$ cat config.mk
export PLATFORM = sky130hd
export DESIGN_NAME = ab_alu_datapath_flat
export DESIGN_NICKNAME = d
export VERILOG_FILES = /design/src/rtl/ab_alu_datapath_pkg.sv /design/src/rtl/ab_alu_datapath_if.sv /design/src/rtl/ab_alu_datapath_alu_core.sv /design/src/rtl/ab_alu_datapath.sv /design/src/flat_wrapper.sv
export SDC_FILE = /design/constraint.sdc
export NUM_CORES = 1
export LEC_CHECK = 0
export ABC_AREA = 0
export BUFFER_PORTS_ARGS = -buffer_cell sky130_fd_sc_hd__buf_2
export CAP_MARGIN = 20
export CORE_MARGIN = 1
export CORE_UTILIZATION = 35
export DETAILED_ROUTE_END_ITERATION = 8
export MAX_ROUTING_LAYER = met4
export PLACE_DENSITY = 0.52
export SETUP_SLACK_MARGIN = 0.2
export SYNTH_ARGS = -nofsm -noshare
export SYNTH_HDL_FRONTEND = slang
export SYNTH_HIERARCHICAL = 1
export SYNTH_SLANG_ARGS = --single-unit
$ cat constraint.sdc
create_clock -name clk -period 6.35 [get_ports clk]
set_input_delay 0.9525 -clock clk [delete_from_list [all_inputs] [get_ports clk]]
set_output_delay 0.9525 -clock clk [all_outputs]
set_load 0.01 [all_outputs]
$ cat src/rtl/ab_alu_datapath_pkg.sv
// Shared field positions and encodings for the address/PC datapath and its ALU.
package ab_alu_datapath_pkg;

    localparam int AB_W          = 13;
    localparam int AB_INC_PC     = 12;
    localparam int AB_LD_PC      = 11;
    localparam int AB_LD_AHL     = 10;
    localparam int AB_ABH_FF     = 9;
    localparam int AB_ABH_CSEL   = 8;   // abh_op[2]: carry from ADL vs abh_op[1]
    localparam int AB_ABH_BASE_L = 6;   // abh_op[1:0]
    localparam int AB_ABL_BASE_L = 4;   // abl_op[4:3]
    localparam int AB_ABL_OFF_L  = 2;   // abl_op[2:1]
    localparam int AB_ABL_RSVD   = 1;   // abl_op[0]
    localparam int AB_ABL_CI     = 0;

    typedef enum logic [1:0] {
        ABL_BASE_PCL  = 2'b00,
        ABL_BASE_ABL  = 2'b01,
        ABL_BASE_AHL  = 2'b10,
        ABL_BASE_ZERO = 2'b11
    } abl_base_e;

    typedef enum logic [1:0] {
        ABL_OFF_ZERO  = 2'b00,
        ABL_OFF_R     = 2'b01,
        ABL_OFF_DB    = 2'b10,
        ABL_OFF_ZERO2 = 2'b11
    } abl_off_e;

    typedef enum logic [1:0] {
        ABH_BASE_PCH  = 2'b00,
        ABH_BASE_DB   = 2'b01,
        ABH_BASE_ABH  = 2'b10,
        ABH_BASE_ZERO = 2'b11
    } abh_base_e;

    typedef enum logic [4:0] {
        ALU_OR   = 5'b00000,
        ALU_AND  = 5'b00001,
        ALU_XOR  = 5'b00010,
        ALU_ADD  = 5'b00011,
        ALU_SUB  = 5'b00100,
        ALU_PASR = 5'b00101,
        ALU_PASM = 5'b00110,
        ALU_SLM  = 5'b00111,
        ALU_SRM  = 5'b01000,
        ALU_SLR  = 5'b01001,
        ALU_SRR  = 5'b01010
    } alu_op_e;

endpackage

$ cat src/rtl/ab_alu_datapath_if.sv
// Bus bundle between the sequencer (master) and the address/ALU datapath (slave).
interface ab_alu_datapath_if;
    logic [12:0] ab_op;
    logic [7:0]  DB;
    logic [7:0]  R;
    logic [7:0]  M;
    logic [4:0]  alu_op;
    logic        alu_ci;
    logic        alu_si;
    logic [15:0] AD;
    logic [7:0]  PCH;
    logic [7:0]  PCL;
    logic [7:0]  alu_out;
    logic        alu_co;
    logic        alu_v;
    logic        adjh;
    logic        adjl;

    modport master (
        output ab_op, DB, R, M, alu_op, alu_ci, alu_si,
        input  AD, PCH, PCL, alu_out, alu_co, alu_v, adjh, adjl
    );
    modport slave (
        input  ab_op, DB, R, M, alu_op, alu_ci, alu_si,
        output AD, PCH, PCL, alu_out, alu_co, alu_v, adjh, adjl
    );
endinterface

$ cat src/rtl/ab_alu_datapath_alu_core.sv
// Combinational 8-bit ALU: logic ops, add/sub with overflow and BCD adjust hints, shifts.
module alu_core
    import ab_alu_datapath_pkg::*;
(
    input  logic [4:0] op_i,
    input  logic [7:0] r_i,
    input  logic [7:0] m_i,
    input  logic       ci_i,
    input  logic       si_i,
    output logic [7:0] out_o,
    output logic       co_o,
    output logic       v_o,
    output logic       adjh_o,
    output logic       adjl_o
);
    logic       is_sub;
    logic [7:0] b;
    logic [8:0] sum;
    logic       hc;

    assign is_sub = (op_i == ALU_SUB);
    assign b      = is_sub ? ~m_i : m_i;
    assign sum    = {1'b0, r_i} + {1'b0, b} + {8'd0, ci_i};
    // carry into bit 4 recovered from the sum bit, avoiding a second adder
    assign hc     = r_i[4] ^ b[4] ^ sum[4];

    always_comb begin
        out_o  = 8'h00;
        co_o   = 1'b0;
        v_o    = 1'b0;
        adjh_o = 1'b0;
        adjl_o = 1'b0;
        case (alu_op_e'(op_i))
            ALU_OR:   out_o = r_i | m_i;
            ALU_AND:  out_o = r_i & m_i;
            ALU_XOR:  out_o = r_i ^ m_i;
            ALU_ADD: begin
                out_o  = sum[7:0];
                co_o   = sum[8];
                v_o    = (r_i[7] == b[7]) & (r_i[7] != sum[7]);
                adjl_o = hc | (sum[3:0] > 4'd9);
                adjh_o = sum[8] | (sum[7:0] > 8'h99);
            end
            ALU_SUB: begin
                out_o  = sum[7:0];
                co_o   = sum[8];
                v_o    = (r_i[7] == b[7]) & (r_i[7] != sum[7]);
                adjl_o = ~hc;
                adjh_o = ~sum[8];
            end
            ALU_PASR: out_o = r_i;
            ALU_PASM: out_o = m_i;
            ALU_SLM:  begin out_o = {m_i[6:0], si_i}; co_o = m_i[7]; end
            ALU_SRM:  begin out_o = {si_i, m_i[7:1]}; co_o = m_i[0]; end
            ALU_SLR:  begin out_o = {r_i[6:0], si_i}; co_o = r_i[7]; end
            ALU_SRR:  begin out_o = {si_i, r_i[7:1]}; co_o = r_i[0]; end
            default:  ;
        endcase
    end
endmodule

$ cat src/rtl/ab_alu_datapath.sv
// Address generator (ADL/ADH adders, AB/AHL latches), program counter, and ALU wrapper.
module ab_alu_datapath
    import ab_alu_datapath_pkg::*;
(
    input  logic               clk,
    input  logic               RST,
    ab_alu_datapath_if.slave   bus
);
    logic [7:0] abl_q, abh_q, ahl_q, pcl_q, pch_q;
    logic [7:0] abl_d, abh_d, ahl_d, pcl_d, pch_d;
    logic [7:0] adl_base, adl_off, adl, adh_base, adh;
    logic [7:0] pcl_src, pch_src;
    logic       abl_co, adh_ci, pcl_co;
    logic       unused_abl_rsvd;

    assign unused_abl_rsvd = bus.ab_op[AB_ABL_RSVD];

    always_comb begin
        adl_base = 8'h00;
        adl_off  = 8'h00;
        adh_base = 8'h00;
        case (abl_base_e'(bus.ab_op[AB_ABL_BASE_L+1:AB_ABL_BASE_L]))
            ABL_BASE_PCL:  adl_base = pcl_q;
            ABL_BASE_ABL:  adl_base = abl_q;
            ABL_BASE_AHL:  adl_base = ahl_q;
            ABL_BASE_ZERO: adl_base = 8'h00;
            default:       adl_base = 8'h00;
        endcase
        case (abl_off_e'(bus.ab_op[AB_ABL_OFF_L+1:AB_ABL_OFF_L]))
            ABL_OFF_R:  adl_off = bus.R;
            ABL_OFF_DB: adl_off = bus.DB;
            default:    adl_off = 8'h00;
        endcase
        case (abh_base_e'(bus.ab_op[AB_ABH_BASE_L+1:AB_ABH_BASE_L]))
            ABH_BASE_PCH:  adh_base = pch_q;
            ABH_BASE_DB:   adh_base = bus.DB;
            ABH_BASE_ABH:  adh_base = abh_q;
            ABH_BASE_ZERO: adh_base = 8'h00;
            default:       adh_base = 8'h00;
        endcase
    end

    assign {abl_co, adl} = {1'b0, adl_base} + {1'b0, adl_off} + {8'd0, bus.ab_op[AB_ABL_CI]};
    // abh_op[1] doubles as a constant carry when the ADL carry is not selected
    assign adh_ci = bus.ab_op[AB_ABH_CSEL] ? abl_co : bus.ab_op[AB_ABH_BASE_L+1];
    assign adh    = bus.ab_op[AB_ABH_FF] ? 8'hFF : adh_base + {7'd0, adh_ci};

    assign pcl_src         = bus.ab_op[AB_LD_PC] ? adl : pcl_q;
    assign pch_src         = bus.ab_op[AB_LD_PC] ? adh : pch_q;
    assign {pcl_co, pcl_d} = {1'b0, pcl_src} + {8'd0, bus.ab_op[AB_INC_PC]};
    assign pch_d           = pch_src + {7'd0, pcl_co};
    assign abl_d           = adl;
    assign abh_d           = adh;
    assign ahl_d           = bus.ab_op[AB_LD_AHL] ? bus.DB : ahl_q;

    always_ff @(posedge clk) begin
        if (RST) begin
            abl_q <= 8'h00;
            abh_q <= 8'h00;
            ahl_q <= 8'h00;
            pcl_q <= 8'h00;
            pch_q <= 8'h00;
        end else begin
            abl_q <= abl_d;
            abh_q <= abh_d;
            ahl_q <= ahl_d;
            pcl_q <= pcl_d;
            pch_q <= pch_d;
        end
    end

    assign bus.AD  = {adh, adl};
    assign bus.PCH = pch_q;
    assign bus.PCL = pcl_q;

    alu_core u_alu (
        .op_i   (bus.alu_op),
        .r_i    (bus.R),
        .m_i    (bus.M),
        .ci_i   (bus.alu_ci),
        .si_i   (bus.alu_si),
        .out_o  (bus.alu_out),
        .co_o   (bus.alu_co),
        .v_o    (bus.alu_v),
        .adjh_o (bus.adjh),
        .adjl_o (bus.adjl)
    );
endmodule

$ cat src/flat_wrapper.sv
// flat-port wrapper written by rule: the top's interface ports become plain ports
module ab_alu_datapath_flat import ab_alu_datapath_pkg::*;
  (clk, RST, bus_ab_op, bus_DB, bus_R, bus_M, bus_alu_op, bus_alu_ci, bus_alu_si, bus_AD, bus_PCH, bus_PCL, bus_alu_out, bus_alu_co, bus_alu_v, bus_adjh, bus_adjl);
  ab_alu_datapath_if bus_i ();
  input  logic clk;
  input  logic RST;
  input wire logic [$bits(bus_i.ab_op)-1:0] bus_ab_op;
  input wire logic [$bits(bus_i.DB)-1:0] bus_DB;
  input wire logic [$bits(bus_i.R)-1:0] bus_R;
  input wire logic [$bits(bus_i.M)-1:0] bus_M;
  input wire logic [$bits(bus_i.alu_op)-1:0] bus_alu_op;
  input wire logic [$bits(bus_i.alu_ci)-1:0] bus_alu_ci;
  input wire logic [$bits(bus_i.alu_si)-1:0] bus_alu_si;
  output wire logic [$bits(bus_i.AD)-1:0] bus_AD;
  output wire logic [$bits(bus_i.PCH)-1:0] bus_PCH;
  output wire logic [$bits(bus_i.PCL)-1:0] bus_PCL;
  output wire logic [$bits(bus_i.alu_out)-1:0] bus_alu_out;
  output wire logic [$bits(bus_i.alu_co)-1:0] bus_alu_co;
  output wire logic [$bits(bus_i.alu_v)-1:0] bus_alu_v;
  output wire logic [$bits(bus_i.adjh)-1:0] bus_adjh;
  output wire logic [$bits(bus_i.adjl)-1:0] bus_adjl;
  assign bus_i.ab_op = bus_ab_op;
  assign bus_i.DB = bus_DB;
  assign bus_i.R = bus_R;
  assign bus_i.M = bus_M;
  assign bus_i.alu_op = bus_alu_op;
  assign bus_i.alu_ci = bus_alu_ci;
  assign bus_i.alu_si = bus_alu_si;
  assign bus_AD = bus_i.AD;
  assign bus_PCH = bus_i.PCH;
  assign bus_PCL = bus_i.PCL;
  assign bus_alu_out = bus_i.alu_out;
  assign bus_alu_co = bus_i.alu_co;
  assign bus_alu_v = bus_i.alu_v;
  assign bus_adjh = bus_i.adjh;
  assign bus_adjl = bus_i.adjl;
  ab_alu_datapath u_core (.clk(clk), .RST(RST), .bus(bus_i));
endmodule
==> reports/results.ini, run 1 <==
[final_layout]
regArea_um2=801
nets=688
area_delta_synth_final_pct=16.0
multi_input_area_mm2=0.00313
num-fill-cells=1226
final_util=0.421
drive_gt1_frac=0.216
n_antenna_cell=0

[detailed_routing]
routed_wl_um=12100
drt_iter0_drc=387
num_vias=4090
drc=11
via_per_inst=5.50
detail_route.wl_per_cell_um=16.2
ant_nets=0
firstDrtPassIters=8

[critical_path]
rr_startpoint=u_core/bus.PCL[0]$_SDFF_PP0_
worstPathRequired_ns=5.40
critPathSlowestCell=fa_1
endpoint_kind=primary output
r2r_end=u_core/bus.PCH[5]$_SDFF_PP0_
r2r_slack_ns=2.08
cp.arrival_ns=4.83
cp_max_fo=8
cp-start-kind=input pin
crit_chain=buf_2 -> inv_1 -> ha_1 -> a22oi_1 -> nor2_1 -> fa_1 -> inv_1 -> fa_1 -> nor2b_1 -> o21a_1 -> o21ai_1 -> a21boi_2 -> o21ai_0 -> a31oi_1 -> ha_1 -> or2b_1 -> o21ai_4 -> nand4_2 -> and2_1 -> or2_2 -> buf_2
crit_path_max_incr_delay_ns=0.40
crit_type=input pin to primary output
rr_worst_depth=19

[grt]
grt_pass1_vias=3822
grt.overflow.total=0
grt_first_pass_wirelength_um=19200
grt_max_degree=36
antenna_found_initial=0
grt_usage=0.198

[pwr]
leakage_nw=2.23
p_per_area_mw_per_mm2=175
combPwrFrac=0.354
power_frac_seq=0.336
p_int_uw=556
peakVddDrop_mv=0.0976
sw_frac_of_total=0.349
pwr-share-clk=0.310
p_switching_uw=298
power_uw=853

[clock_network]
cts_buffers=5
clock_latency_ns=0.29
cts_buffer_depth=2
cts_tree=yes
clock-root-buffer=clkbuf_16
h-tree-depth=2
cts_sinks=40
clkTransAtPathRegs_ns=0.06

[synth]
synth.net_count=609
synth.avg_cell_area_um2=8.05
synth_flop_cell=dfxtp_1
netlist_area_mm2=0.00419
yosysUniqueCellTypes=79
synth_edf_count=0
synth_commonest_cells=59 x nor2_1, 40 x dfxtp_1, 40 x nand2_1, 38 x ha_1, 36 x inv_1
synthTopCellsByArea=dfxtp_1 19%, ha_1 11%, mux2i_1 6.2%
ys_ff_latch=40
ys_seq_area_frac=0.191
synth_top_area_frac=0.191
syn_inst=521
synthMostInstantiatedCell=nor2_1
synth_top_area_cell=dfxtp_1
async_reset_ff_frac=0
yosysWarnings=6

[floorplanning]
core_mm2=0.0116
die_y_um=111
io_pins=90
die_x_um=111
initial_core_util=0.363
die_area_mm2=0.0124
fp-row-count=39

[status]
violations=DRC
outcome=finished with violations

[sta]
fin_crit_ns=5.78
rsz0062_at_grt=no
holdWs_ns=0.507
finClkSkew_ns=0.00647
drv_slew=0
hold_viol_final=0
tns_ns=0
finalSetupViolCount=0
fin_crit_sh=0.910
fin_ws_ns=0.569
tightest_slew_ns=0.901
fmax_mhz=173
slew_headroom=0.395

[placed_design]
pre_cts_slack_ns=0.327
post-dp-hpwl_um=9530
gp_congestion=0.859
port_buffers=88

[hold_path]
hold_start=u_core/ahl_q[0]$_SDFFE_PP0P_
holdPathEnd=u_core/ahl_q[0]$_SDFFE_PP0P_
hold_path_class=register to register
hold_path_depth=2

[flow_run]
cap_violations=0

==> per-stage QoR <==
stage / instance area, um^2 / instances
floorplan: 4190 / 521
global placement: 4710 / 736
detailed placement: 4710 / 736
CTS: 4860 / 744
global route: 4860 / 744
finish: 4860 / 744
==> layout by cell type, fill, tap and decap left out, types with 4 or more instances in the layout <==
cell       count
o221ai_1       4
o22ai_1        4
a22oi_1       17
nor2b_1       14
or3_1          6
clkbuf_16      5
nand4_1        4
ha_1          38
mux2i_1       26
xnor2_1       19
nand3_1       10
buf_2         88
nor2_1        59
a21o_1         6
nor2_2         5
o21a_1         5
a21oi_1       22
inv_1         36
o21ai_0       21
xor2_1         9
nor3_1        11
fa_1           4
nand2_1       40
or2_2          4
a221oi_1      10
and2_1        10
o2111ai_1      5
dfxtp_1       40
==> layer usage <==
metal / vias up / routed length [um] / GRT usage
li1: 2050 / - / -
met1: 1920 / 5810 / 0.260
met2: 115 / 5670 / 0.328
met3: 5 / 552 / 0.0305
met4: 0 / 51 / 0.0279
met5: - / 0 / -
==> worst max-delay path by stage <==
stage / startpoint / endpoint / slack [ns]
5_1_grt: bus_ab_op[2] / bus_AD[12] / 0.22
3_5_place_dp: bus_ab_op[2] / bus_AD[12] / 0.33
6_report: bus_ab_op[2] / bus_AD[12] / 0.57
2_1_floorplan: bus_ab_op[5] / bus_AD[12] / 0.78
4_1_cts: bus_ab_op[2] / bus_AD[12] / 0.30
3_3_place_gp: bus_ab_op[2] / bus_AD[12] / 0.37
==> state kept, by name, indices dropped and copies added (netlist names) <==
signal and count:
u_core/abh_q 8, u_core/abl_q 8, u_core/ahl_q 8, u_core/bus.PCH 8, u_core/bus.PCL 8
==> worst max-delay path: cells and delay by family <==
kind            cells  cell delay, ns
fa+ha+maj           4            1.14
simple gates        6            1.16
buf+inv             4            0.35
compound gates      7            1.23
==> power by group through the flow <==
stage | logic (mW) | clock network (mW) | registers [mW]
after CTS | 0.303 | 0.272 | 0.287
after global placement | 0.298 | 0 | 0.292
final | 0.302 | 0.264 | 0.287
after detailed placement | 0.301 | 0 | 0.293
after global routing | 0.337 | 0.286 | 0.289
after floorplan | 0.202 | 0 | 0.292
==> what timing repair did <==
item / in CTS / in global routing
endpoints found under the setup margin: 0 / 4
gates resized for setup: 0 / 2
setup buffers: 0 / 0
hold buffers: 0 / 0
==> layout make-up <==
cell class	count	share of cell area
multi-input cells	425	0.643
flip-flops and latches	40	0.165
repair buffers	91	0.0952
well taps	143	0.0368
clock buffers	6	0.0286
inverters	37	0.0286
clock inverters	2	0.00283
==> cells by family (layout without fill, tap and decap cells) <==
logic type / Yosys count / in the layout / share of synthesized area
and+or+nand+nor: 185 / 185 / 0.224
AOI/OAI and AO/OA: 139 / 139 / 0.253
buffers and inverters: 56 / 136 / 0.0636
adders and majority gates: 42 / 42 / 0.132
DFF: 40 / 40 / 0.191
muxes: 31 / 31 / 0.0770
xor gates and xnor gates: 28 / 28 / 0.0585
Power figures use the tool's default switching activity.
==> run 2: changes to the inputs <==
Settings changed: CTS_BUF_LIST from default to sky130_fd_sc_hd__clkbuf_4 sky130_fd_sc_hd__clkbuf_8.
==> run 2 against run 1 <==
  * The flow still finishes with violations (DRC)
  * Combinational power about the same
  * Core utilization down 0.49 points
  * First-iteration DRC count down 7.8%
  * Clock power down 29%
  * Worst setup slack better by 0.0028 ns
  * Critical endpoint unchanged
  * Highest routed layer unchanged
==> reports/results.ini, run 2 (synthesized netlist as in run 1, its figures left out) <==
[detailed_routing]
num_vias=4099
ant_nets=0
drc=11
routed_wl_um=12000
via_per_inst=5.51
firstDrtPassIters=6
detail_route.wl_per_cell_um=16.1
drt_iter0_drc=357

[floorplanning]
die_y_um=111
io_pins=90
core_mm2=0.0116
die_x_um=111
fp-row-count=39
die_area_mm2=0.0124
initial_core_util=0.363

[pwr]
peakVddDrop_mv=0.0966
p_per_area_mw_per_mm2=161
pwr-share-clk=0.241
power_uw=775
p_int_uw=487
p_switching_uw=288
combPwrFrac=0.389
sw_frac_of_total=0.372
leakage_nw=2.21
power_frac_seq=0.370

[critical_path]
crit_type=input pin to primary output
cp_max_fo=8
cp.arrival_ns=4.83
worstPathRequired_ns=5.40
endpoint_kind=primary output
cp-start-kind=input pin
rr_worst_depth=19

[status]
violations=DRC
outcome=finished with violations

[final_layout]
final_area_mm2=0.00481
fin_cells=744
layout_commonest_cell=buf_2
n_antenna_cell=0
layout_common_cells=88 x buf_2, 59 x nor2_1, 40 x nand2_1, 40 x dfxtp_1, 38 x ha_1
area_delta_synth_final_pct=14.7
drive_gt1_frac=0.216
nets=688

[clock_network]
cts_buffers=5
clock-root-buffer=clkbuf_8
post_cts.repair.setup_buffers=0
clock_latency_ns=0.30
clkTransAtPathRegs_ns=0.07
cts_tree=yes
cts_sinks=40
cts_buffer_depth=2
h-tree-depth=2

[sta]
fin_crit_sh=0.910
slew_headroom=0.378
fin_crit_ns=5.78
finClkSkew_ns=0.0106
drv_slew=0
fmax_mhz=173
tns_ns=0
tightest_slew_ns=0.926
finalSetupViolCount=0
hold_viol_final=0
rsz0062_at_grt=no

[hold_path]
hold_path_class=register to register
hold_path_depth=2

[grt]
antenna_found_initial=0
grt_first_pass_wirelength_um=19200
grt_max_degree=36
grt.overflow.total=0
grt_pass1_vias=3842
grt_usage=0.199

[placed_design]
gp_congestion=0.859
placedCellCount=736
placed_area_mm2=0.00471
post-dp-hpwl_um=9530
port_buffers=88

[flow_run]
cap_violations=0

-- run 2: area by class of cell --
class	instances	area, um^2
flip-flops and latches	40	801
inverters	37	139
multi-input cells	425	3130
repair buffers	91	463
well taps	143	179
fillers	1224	6760
clock buffers	6	82.6
clock inverters	2	13.8
-- run 2: final timing paths --
kind | startpoint | to | slack [ns]
min | u_core/ahl_q[0]$_SDFFE_PP0P_ | u_core/ahl_q[0]$_SDFFE_PP0P_ | 0.51
min reg2reg | u_core/ahl_q[0]$_SDFFE_PP0P_ | u_core/ahl_q[0]$_SDFFE_PP0P_ | 0.51
max reg2reg | u_core/bus.PCL[0]$_SDFF_PP0_ | u_core/bus.PCH[5]$_SDFF_PP0_ | 2.09
max | bus_ab_op[2] | bus_AD[12] | 0.57
-- run 2: per-stage QoR --
step                setup slack [ns]  hold WS [ns]  utilization
floorplan                      0.776         0.460            -
global placement               0.372         0.488        0.407
detailed placement             0.327         0.501        0.407
CTS                            0.297         0.520        0.415
global route                   0.216         0.540        0.416
finish                         0.572         0.511        0.416
-- run 2: power groups by stage --
stage	logic [mW]	clock network, mW	registers (mW)
floorplan	0.202	0	0.292
global route	0.337	0.211	0.289
CTS	0.303	0.194	0.287
global placement	0.298	0	0.292
detailed placement	0.301	0	0.293
finish	0.302	0.187	0.287
-- run 2: worst max-delay path: stages --
cell,delay [ns]
buf_2,0.10
inv_1,0.05
ha_1,0.32
a22oi_1,0.14
nor2_1,0.15
fa_1,0.22
inv_1,0.06
fa_1,0.40
nor2b_1,0.13
o21a_1,0.13
o21ai_1,0.12
a21boi_2,0.27
o21ai_0,0.12
a31oi_1,0.25
ha_1,0.20
or2b_1,0.26
o21ai_4,0.20
nand4_2,0.15
and2_1,0.19
or2_2,0.28
buf_2,0.14
-- run 2: what timing repair did --
action                                 4_1_cts  5_1_grt
setup endpoints to repair                    0        4
hold buffers                                 0        0
resized for setup                            0        2
endpoints found under the hold margin        0        0
-- run 2: layer usage --
metal	GRT usage	wire length [um]	vias up
li1	-	-	2049
met1	0.260	5690	1924
met2	0.328	5650	118
met3	0.0289	588	8
met4	0.0360	72	0
met5	-	0	-
==> run 3: changes to the inputs <==
Settings changed: GPL_TIMING_DRIVEN from default to 0.
==> run 3 against run 2 <==
  * The flow still finishes with violations (DRC)
  * Combinational power rose by 2%
  * Routed wire length is 5.3% higher
  * Die area did not move
  * Non-clock buffer count increased by 14
  * Sequential power about the same
  * Core utilization grew 1.0 points
  * Critical endpoint unchanged
  * Largest power group unchanged
  * Highest routed layer unchanged
==> reports/results.ini, run 3 (synthesized netlist as in run 1, its figures left out) <==
[sta]
fmax_mhz=171
drv_slew=0
slew_headroom=0.342
tightest_slew_ns=0.979
holdWs_ns=0.508
finalSetupViolCount=0
rsz0062_at_grt=no
fin_crit_ns=5.85
hold_viol_final=0
fin_crit_sh=0.921
finClkSkew_ns=0.00966

[detailed_routing]
detail_route.wl_per_cell_um=16.7
ant_nets=0
drt_iter0_drc=279
via_per_inst=5.54
num_vias=4202
routed_wl_um=12600
firstDrtPassIters=7
drc=5

[floorplanning]
die_x_um=111
initial_core_util=0.363
die_area_mm2=0.0124
core_mm2=0.0116
fp-row-count=39
io_pins=90
die_y_um=111

[clock_network]
clkTransAtPathRegs_ns=0.07
cts_tree=yes
clock-root-buffer=clkbuf_8
clock_latency_ns=0.31
hold_buffers=0
cts_buffer_depth=2
cts_buffers=5
h-tree-depth=2
cts_sinks=40

[pwr]
p_int_uw=523
pwr-share-clk=0.269
p_switching_uw=291
combPwrFrac=0.379
leakage_nw=2.27
peakVddDrop_mv=0.0976
power_frac_seq=0.352
sw_frac_of_total=0.358
p_per_area_mw_per_mm2=165

[status]
outcome=finished with violations
violations=DRC

[final_layout]
fin_cells=758
layout_common_cells=86 x buf_2, 59 x nor2_1, 40 x nand2_1, 40 x dfxtp_1, 38 x ha_1
final_area_mm2=0.00492
layout_commonest_cell=buf_2
drive_gt1_frac=0.224
area_delta_synth_final_pct=17.5
final_util=0.426
nets=702
n_antenna_cell=0

[placed_design]
placedCellCount=749
post-dp-hpwl_um=10100
port_buffers=85
placed_area_mm2=0.00480
gp_congestion=0.886

[grt]
grt_pass1_vias=3968
grt.overflow.total=0
antenna_found_initial=0
grt_max_degree=13
grt_usage=0.210
grt_first_pass_wirelength_um=20100

[critical_path]
cp.arrival_ns=4.90
crit_chain=clkbuf_2 -> nor2b_1 -> clkbuf_2 -> nand2_1 -> o21ai_0 -> fa_1 -> inv_1 -> fa_1 -> nor2b_1 -> o21a_1 -> o21ai_1 -> a21boi_2 -> o21ai_0 -> a31oi_1 -> ha_1 -> or2b_1 -> o21ai_4 -> nand4_2 -> and2_1 -> or2_2 -> buf_2
endpoint_kind=primary output
crit_type=input pin to primary output
rr_worst_depth=19
worstPathRequired_ns=5.40
cp_max_fo=9
cp-start-kind=input pin
critPathSlowestCell=fa_1
crit_path_max_incr_delay_ns=0.41

[hold_path]
hold_path_class=register to register
hold_path_depth=2

[flow_run]
cap_violations=0

run 3: critical path, delay by kind of cell:
family          cells  cell delay [ns]
compound gates      7             1.14
fa+ha+maj           3             0.87
buf+inv             4             0.66
simple gates        7             1.26
run 3: metrics by stage:
step	total power, mW	setup WS (ns)	TNS (ns)
after floorplan	0.495	0.776	0
after global placement	0.597	-0.0455	-0.0455
after detailed placement	0.600	-0.102	-0.132
after CTS	0.823	0.217	0
after global routing	0.876	0.196	0
final	0.814	0.502	0
run 3: repair_timing:
item | 4_1_cts | 5_1_grt
endpoints found under the setup margin | 4 | 4
buffers inserted | 0 | 1
resized for setup | 2 | 7
pin swaps | 0 | 1
run 3: power groups by stage:
stage               logic [mW]  registers, mW  clock network (mW)
global placement         0.305          0.292                   0
CTS                      0.309          0.287               0.227
global route             0.343          0.289               0.244
detailed placement       0.307          0.293                   0
floorplan                0.202          0.292                   0
finish                   0.309          0.286               0.219
run 3: worst paths after layout:
kind	endpoint	slack (ns)	startpoint
hold reg to reg	u_core/ahl_q[1]$_SDFFE_PP0P_	0.51	u_core/ahl_q[1]$_SDFFE_PP0P_
hold / removal	u_core/ahl_q[1]$_SDFFE_PP0P_	0.51	u_core/ahl_q[1]$_SDFFE_PP0P_
setup / recovery	bus_AD[12]	0.50	bus_ab_op[5]
setup reg to reg	u_core/bus.PCH[5]$_SDFF_PP0_	2.14	u_core/bus.PCL[0]$_SDFF_PP0_
run 3: area by class of cell:
type                       count  area, um^2
timing repair buffer          86         433
clock inverter                 2        35.0
clock buffer                   6        76.3
inverter                      37         139
multi-input combinational    425        3130
buffer                        19         133
fill                        1217        6640
sequential                    40         801
tap                          143         179
run 3: per-layer routing:
layer / vias to the layer above / wire [um] / track usage
met5: - / 0 / -
met4: 0 / 174 / 0.0514
met3: 16 / 515 / 0.0316
met2: 117 / 5730 / 0.333
met1: 1983 / 6220 / 0.279
li1: 2086 / - / -
